## src/rtl/micro_sequencer.sv

```systemverilog
// Microprogrammed control unit for the multicycle ARM-subset datapath: upc register, control store, dispatch.
// Latency: outputs are combinational from upc (Moore); upc advances one micro-state per unstalled clock.
// Backpressure: stall=1 holds upc and forces pc_write/ir_write/mem_w/reg_w/instr_done low; selects unchanged.
//
// Ports: clk, reset_n (async active-low), stall, op/funct/rd (IR fields) in;
//        upc, datapath enables/selects, instr_done, illegal (sticky) out.
module micro_sequencer #(
    parameter int               UPC_W = 5,
    parameter logic [UPC_W-1:0] DISP1 = 5'd10,
    parameter logic [UPC_W-1:0] DISP2 = 5'd11
) (
    input  logic             clk,
    input  logic             reset_n,
    input  logic             stall,
    input  logic [1:0]       op,
    input  logic [5:0]       funct,
    input  logic [3:0]       rd,
    output logic [UPC_W-1:0] upc,
    output logic             pc_write,
    output logic             adr_src,
    output logic             mem_w,
    output logic             ir_write,
    output logic             reg_w,
    output logic [1:0]       result_src,
    output logic             alu_src_a,
    output logic [1:0]       alu_src_b,
    output logic             alu_op,
    output logic             branch,
    output logic             instr_done,
    output logic             illegal
);

    typedef enum logic [UPC_W-1:0] {
        S_FETCH    = 'd0,
        S_DECODE   = 'd1,
        S_MEMADR   = 'd2,
        S_MEMRD    = 'd3,
        S_MEMWB    = 'd4,
        S_MEMWR    = 'd5,
        S_EXECUTER = 'd6,
        S_EXECUTEI = 'd7,
        S_ALUWB    = 'd8,
        S_BRANCH   = 'd9
    } state_t;

    state_t           state_q, state_d;
    logic             illegal_q, illegal_d;

    logic [UPC_W-1:0] next_f;
    logic [UPC_W-1:0] next_upc;
    logic             pc_write_c, ir_write_c, mem_w_c, reg_w_c, done_c;
    logic             defined_c;

    // Only the dispatch bits of funct matter here; the rest belong to the datapath.
    logic             unused_funct;
    assign unused_funct = ^funct[4:1];

    always_ff @(posedge clk or negedge reset_n) begin
        if (!reset_n) begin
            state_q   <= S_FETCH;
            illegal_q <= 1'b0;
        end else begin
            state_q   <= state_d;
            illegal_q <= illegal_d;
        end
    end

    // Control store plus next-state resolution.
    always_comb begin
        adr_src    = 1'b0;
        alu_src_a  = 1'b0;
        alu_src_b  = 2'b00;
        alu_op     = 1'b0;
        result_src = 2'b00;
        ir_write_c = 1'b0;
        pc_write_c = 1'b0;
        mem_w_c    = 1'b0;
        reg_w_c    = 1'b0;
        branch     = 1'b0;
        done_c     = 1'b0;
        defined_c  = 1'b1;
        next_f     = '0;
        next_upc   = '0;
        state_d    = state_q;
        illegal_d  = illegal_q;

        case (state_q)
            S_FETCH: begin
                alu_src_a = 1'b1; alu_src_b = 2'b10; result_src = 2'b10;
                ir_write_c = 1'b1; pc_write_c = 1'b1;
                next_f = UPC_W'(S_DECODE);
            end
            S_DECODE: begin
                alu_src_a = 1'b1; alu_src_b = 2'b10; result_src = 2'b10;
                next_f = DISP1;
            end
            S_MEMADR: begin
                alu_src_b = 2'b01;
                next_f = DISP2;
            end
            S_MEMRD: begin
                adr_src = 1'b1;
                next_f = UPC_W'(S_MEMWB);
            end
            S_MEMWB: begin
                result_src = 2'b01; reg_w_c = 1'b1; done_c = 1'b1;
                next_f = UPC_W'(S_FETCH);
            end
            S_MEMWR: begin
                adr_src = 1'b1; mem_w_c = 1'b1; done_c = 1'b1;
                next_f = UPC_W'(S_FETCH);
            end
            S_EXECUTER: begin
                alu_op = 1'b1;
                next_f = UPC_W'(S_ALUWB);
            end
            S_EXECUTEI: begin
                alu_src_b = 2'b01; alu_op = 1'b1;
                next_f = UPC_W'(S_ALUWB);
            end
            S_ALUWB: begin
                reg_w_c = 1'b1; done_c = 1'b1;
                next_f = UPC_W'(S_FETCH);
            end
            S_BRANCH: begin
                alu_src_b = 2'b01; result_src = 2'b10; branch = 1'b1; done_c = 1'b1;
                next_f = UPC_W'(S_FETCH);
            end
            default: begin
                // Unreachable encodings: everything off, recover to FETCH.
                defined_c = 1'b0;
                next_f    = '0;
            end
        endcase

        // Writeback targeting r15 redirects the result into the PC.
        if ((state_q == S_MEMWB || state_q == S_ALUWB) && rd == 4'hF) begin
            reg_w_c    = 1'b0;
            pc_write_c = 1'b1;
        end

        if (!defined_c) begin
            illegal_d = 1'b1;
        end

        if (next_f == DISP1) begin
            case (op)
                2'b00:   next_upc = funct[5] ? UPC_W'(S_EXECUTEI) : UPC_W'(S_EXECUTER);
                2'b01:   next_upc = UPC_W'(S_MEMADR);
                2'b10:   next_upc = UPC_W'(S_BRANCH);
                default: next_upc = UPC_W'(S_FETCH);
            endcase
        end else if (next_f == DISP2) begin
            next_upc = funct[0] ? UPC_W'(S_MEMRD) : UPC_W'(S_MEMWR);
        end else begin
            next_upc = next_f;
        end

        if (!stall) begin
            state_d = state_t'(next_upc);
            // Undefined opcode is flagged as the dispatch is actually taken.
            if (next_f == DISP1 && op == 2'b11) begin
                illegal_d = 1'b1;
            end
        end
    end

    assign upc        = state_q;
    assign illegal    = illegal_q;
    assign pc_write   = pc_write_c & ~stall;
    assign ir_write   = ir_write_c & ~stall;
    assign mem_w      = mem_w_c    & ~stall;
    assign reg_w      = reg_w_c    & ~stall;
    assign instr_done = done_c     & ~stall;

endmodule

```

## config.mk

```make
export PLATFORM = sky130hd
export DESIGN_NAME = micro_sequencer
export DESIGN_NICKNAME = d
export VERILOG_FILES = /design/src/rtl/micro_sequencer.sv
export SDC_FILE = /design/constraint.sdc
export NUM_CORES = 1
export LEC_CHECK = 0
export ABC_CLOCK_PERIOD_IN_PS = 1500
export BUFFER_PORTS_ARGS = -buffer_cell sky130_fd_sc_hd__buf_2
export CAP_MARGIN = 15
export CORE_AREA = 5 5 42 44
export DETAILED_ROUTE_END_ITERATION = 12
export DIE_AREA = 0 0 47 49
export GPL_TIMING_DRIVEN = 0
export PLACE_DENSITY_LB_ADDON = 0.08
export SLEW_MARGIN = 20
export SYNTH_ARGS = -nofsm -noshare
export SYNTH_HDL_FRONTEND = slang
export SYNTH_SLANG_ARGS = --single-unit
```

## constraint.sdc

```tcl
create_clock -name clk -period 1.5 [get_ports clk]
set_input_delay 0.075 -clock clk [delete_from_list [all_inputs] [get_ports clk]]
set_output_delay 0.075 -clock clk [all_outputs]
set_load 0.005 [all_outputs]
```

==> qor.csv <==
metric;value;unit
track_usage;0.1322;
vias_per_cell;5.064;
ys_seq_area_frac;0.2703;
drt_iter0_drc;6;
pwr-share-seq;0.157;
cts.path.max_buffers;2;
fin_crit;1471;ps
ys_async_sr_fraction;1.000;
synth-edff-count;0;
setup_viol;0;
crit_arrival;1400;ps
yosys_warnings;0;
cpMaxStageDelayCell;dfrtp_1;
status;completed;
hold_path_class;input port to flip-flop;
max_freq;0.6796;GHz
yosys.cell_count.top_type;nor3_1;
drv_cap;0;
fill_cells;147;
hpwl;988.6;um
tritoncts;yes;
die_area;2303;um^2
ir_drop;0.0009106;V
clock_sinks;5;
finalCritPeriodShare;0.9810;
grt_pass1_vias;523;
cp_cell_sequence;or2b_4 > mux2_4 > o21ai_2 > buf_2;
std_cell_rows;14;
finalHoldViolations;0;
initial_core_util;0.3304;
syn_nets;70;
syn_inst;55;
ant_nets;0;
clock_latency;240;ps
finClkSkew;6.960;ps
hold_path_depth;2;
path_delay_family;flip-flops;
wirelength;1405;um
finalSetupTns;0;ps
cts_inserted_buffers;3;
internal_power;0.9252;mW
synth_top_area_frac;0.2703;
seq_area;126.4;um^2
rsz0062_at_grt;yes;
swShare;0.4074;
synthTopCellsByArea;dfrtp_1 27%, nor3_1 6.5%, o221ai_2 6.5%;
critical_path_class;flip-flop to output port;
grt_pass1_wl;2283;um
gp_congestion;0.7757;
leakagePower;0.3857;nW
dp.cells;98;
combinationalPowerShare;0.745;
die_y;49;um
root_buffer;clkbuf_4;
endpoint_kind;output port;
avgSynthCellArea;8.417;um^2
ys_types;28;
io_buffers;27;
cp_num_buf_inv;1;
synth_top_cell_by_area;dfrtp_1;
worst_r2r_path_depth;4;
synthTopCellsByCount;6 x nor3_1, 5 x dfrtp_1, 4 x nand2_1, 4 x nand2b_1;
p_sw;0.6360;mW
final_max_slew_viol_count;0;
cp_data_required_time;1420;ps
critPathMaxStageDelay;380;ps
die_w;47;um
antenna_found_initial;0;
drive_above_1_share;0.5914;
worstPathMaxFanout;3;
grt_max_degree;11;
clk_pin_slew_worst_paths;50;ps
drc;0;
cts_max_level;1;
diodes;0;
dr.pass1.iters;3;
nets;109;
syn2layout_area_growth;64.86;%
power.share.clock;0.097;
yosys_register_bits;5;
synth-main-ff-cell;dfrtp_1;
multi_input_area;314.1;um^2
vias;552;
rrSetupSlack;60;ps
gr-total-overflow;0;
critPathLaunchType;flip-flop;
synth_area;462.9;um^2
wl_per_cell;12.89;um
io_pins;34;
core_region_area;1401;um^2
cp.depth;4;
powerDensity;2046;nW/um^2
fin_cells;109;
## layout make-up
class                           instances  area share
Multi-Input combinational cell         41      0.4115
Inverter                                3     0.01475
Clock buffer                            4     0.03443
Sequential cell                         5      0.1656
Buffer                                  6     0.08852
Tap cell                               16     0.02623
Timing Repair Buffer                   34      0.2590
## metal layers
metal	GRT usage	share of wire	up-vias
li1	-	-	273
met1	0.1715	0.38	247
met2	0.1991	0.47	28
met3	0.04428	0.12	4
met4	0.04608	0.028	0
met5	0	0	-
## final timing paths
path                         start      endpoint
max                         upc[0]  alu_src_b[0]
min                          op[1]        upc[1]
max reg2reg                 upc[0]        upc[0]
min reg2reg                illegal       illegal
max in group asynchronous  reset_n        upc[3]
min in group asynchronous  reset_n        upc[1]
## power by group through the flow
stage          Sequential (mW)  Combinational (mW)  Clock, mW
6_report                 0.245                1.16      0.152
5_1_grt                  0.257                1.27      0.175
4_1_cts                  0.231                1.02      0.159
3_5_place_dp             0.247               0.863          0
3_3_place_gp             0.249               0.863          0
2_1_floorplan            0.243               0.542          0
## per-stage QoR
step | hold slack [ps] | util | instance area [um^2] | setup slack, ps | total power [mW]
global route | 106.9 | 0.5446 | 763.2 | -83.60 | 1.705
global placement | -107.5 | 0.4411 | 618.1 | 12.70 | 1.112
floorplan | -220.6 | - | 462.9 | 98.92 | 0.7852
CTS | 91.33 | 0.5054 | 708.2 | 11.50 | 1.409
detailed placement | -108.2 | 0.4411 | 618.1 | 28.20 | 1.110
finish | 95.85 | 0.5446 | 763.2 | 28.55 | 1.561
## flip-flops by register name, indices dropped and copies added, names as in the netlist
signal / flops
upc: 4
illegal: 1
## cells by family after synthesis
group                    Yosys count  share of synthesized area
AO/OA/AOI/OAI                     10                     0.1757
buffers and inverters              9                     0.1297
AND/OR/NAND/NOR                   26                     0.3297
other                              1                   0.008100
flip-flops                         5                     0.2703
adder cells (fa/ha/maj)            1                    0.02162
multiplexers                       2                    0.04595
XOR/XNOR                           1                    0.01892
## worst register-to-register path, delay by kind of cell, from the launching register on
family | cells | cell delay [ps]
buffers and inverters | 1 | 150
and+or+nand+nor | 2 | 680
AOI/OAI and AO/OA | 1 | 140
DFF | 1 | 380
## what timing repair did
| item | 4_1_cts | 5_1_grt |
|---|---|---|
| hold buffers | 1 | 0 |
| setup buffers | 4 | 2 |
| cloned | 0 | 0 |
| pin swaps | 0 | 4 |
| endpoints found under the hold margin | 5 | 0 |
| endpoints found under the setup margin | 3 | 8 |
| resized for setup | 8 | 10 |
## cell usage in the layout, fill, tap and decap left out, drive strengths merged, types with 3 or more instances in the layout
cell type	count
buf	39
clkbuf	4
dfrtp	5
inv	3
nand2	4
nand2b	4
nor2	3
nor3	6
o21ai	4
Power figures use the tool's default switching activity.
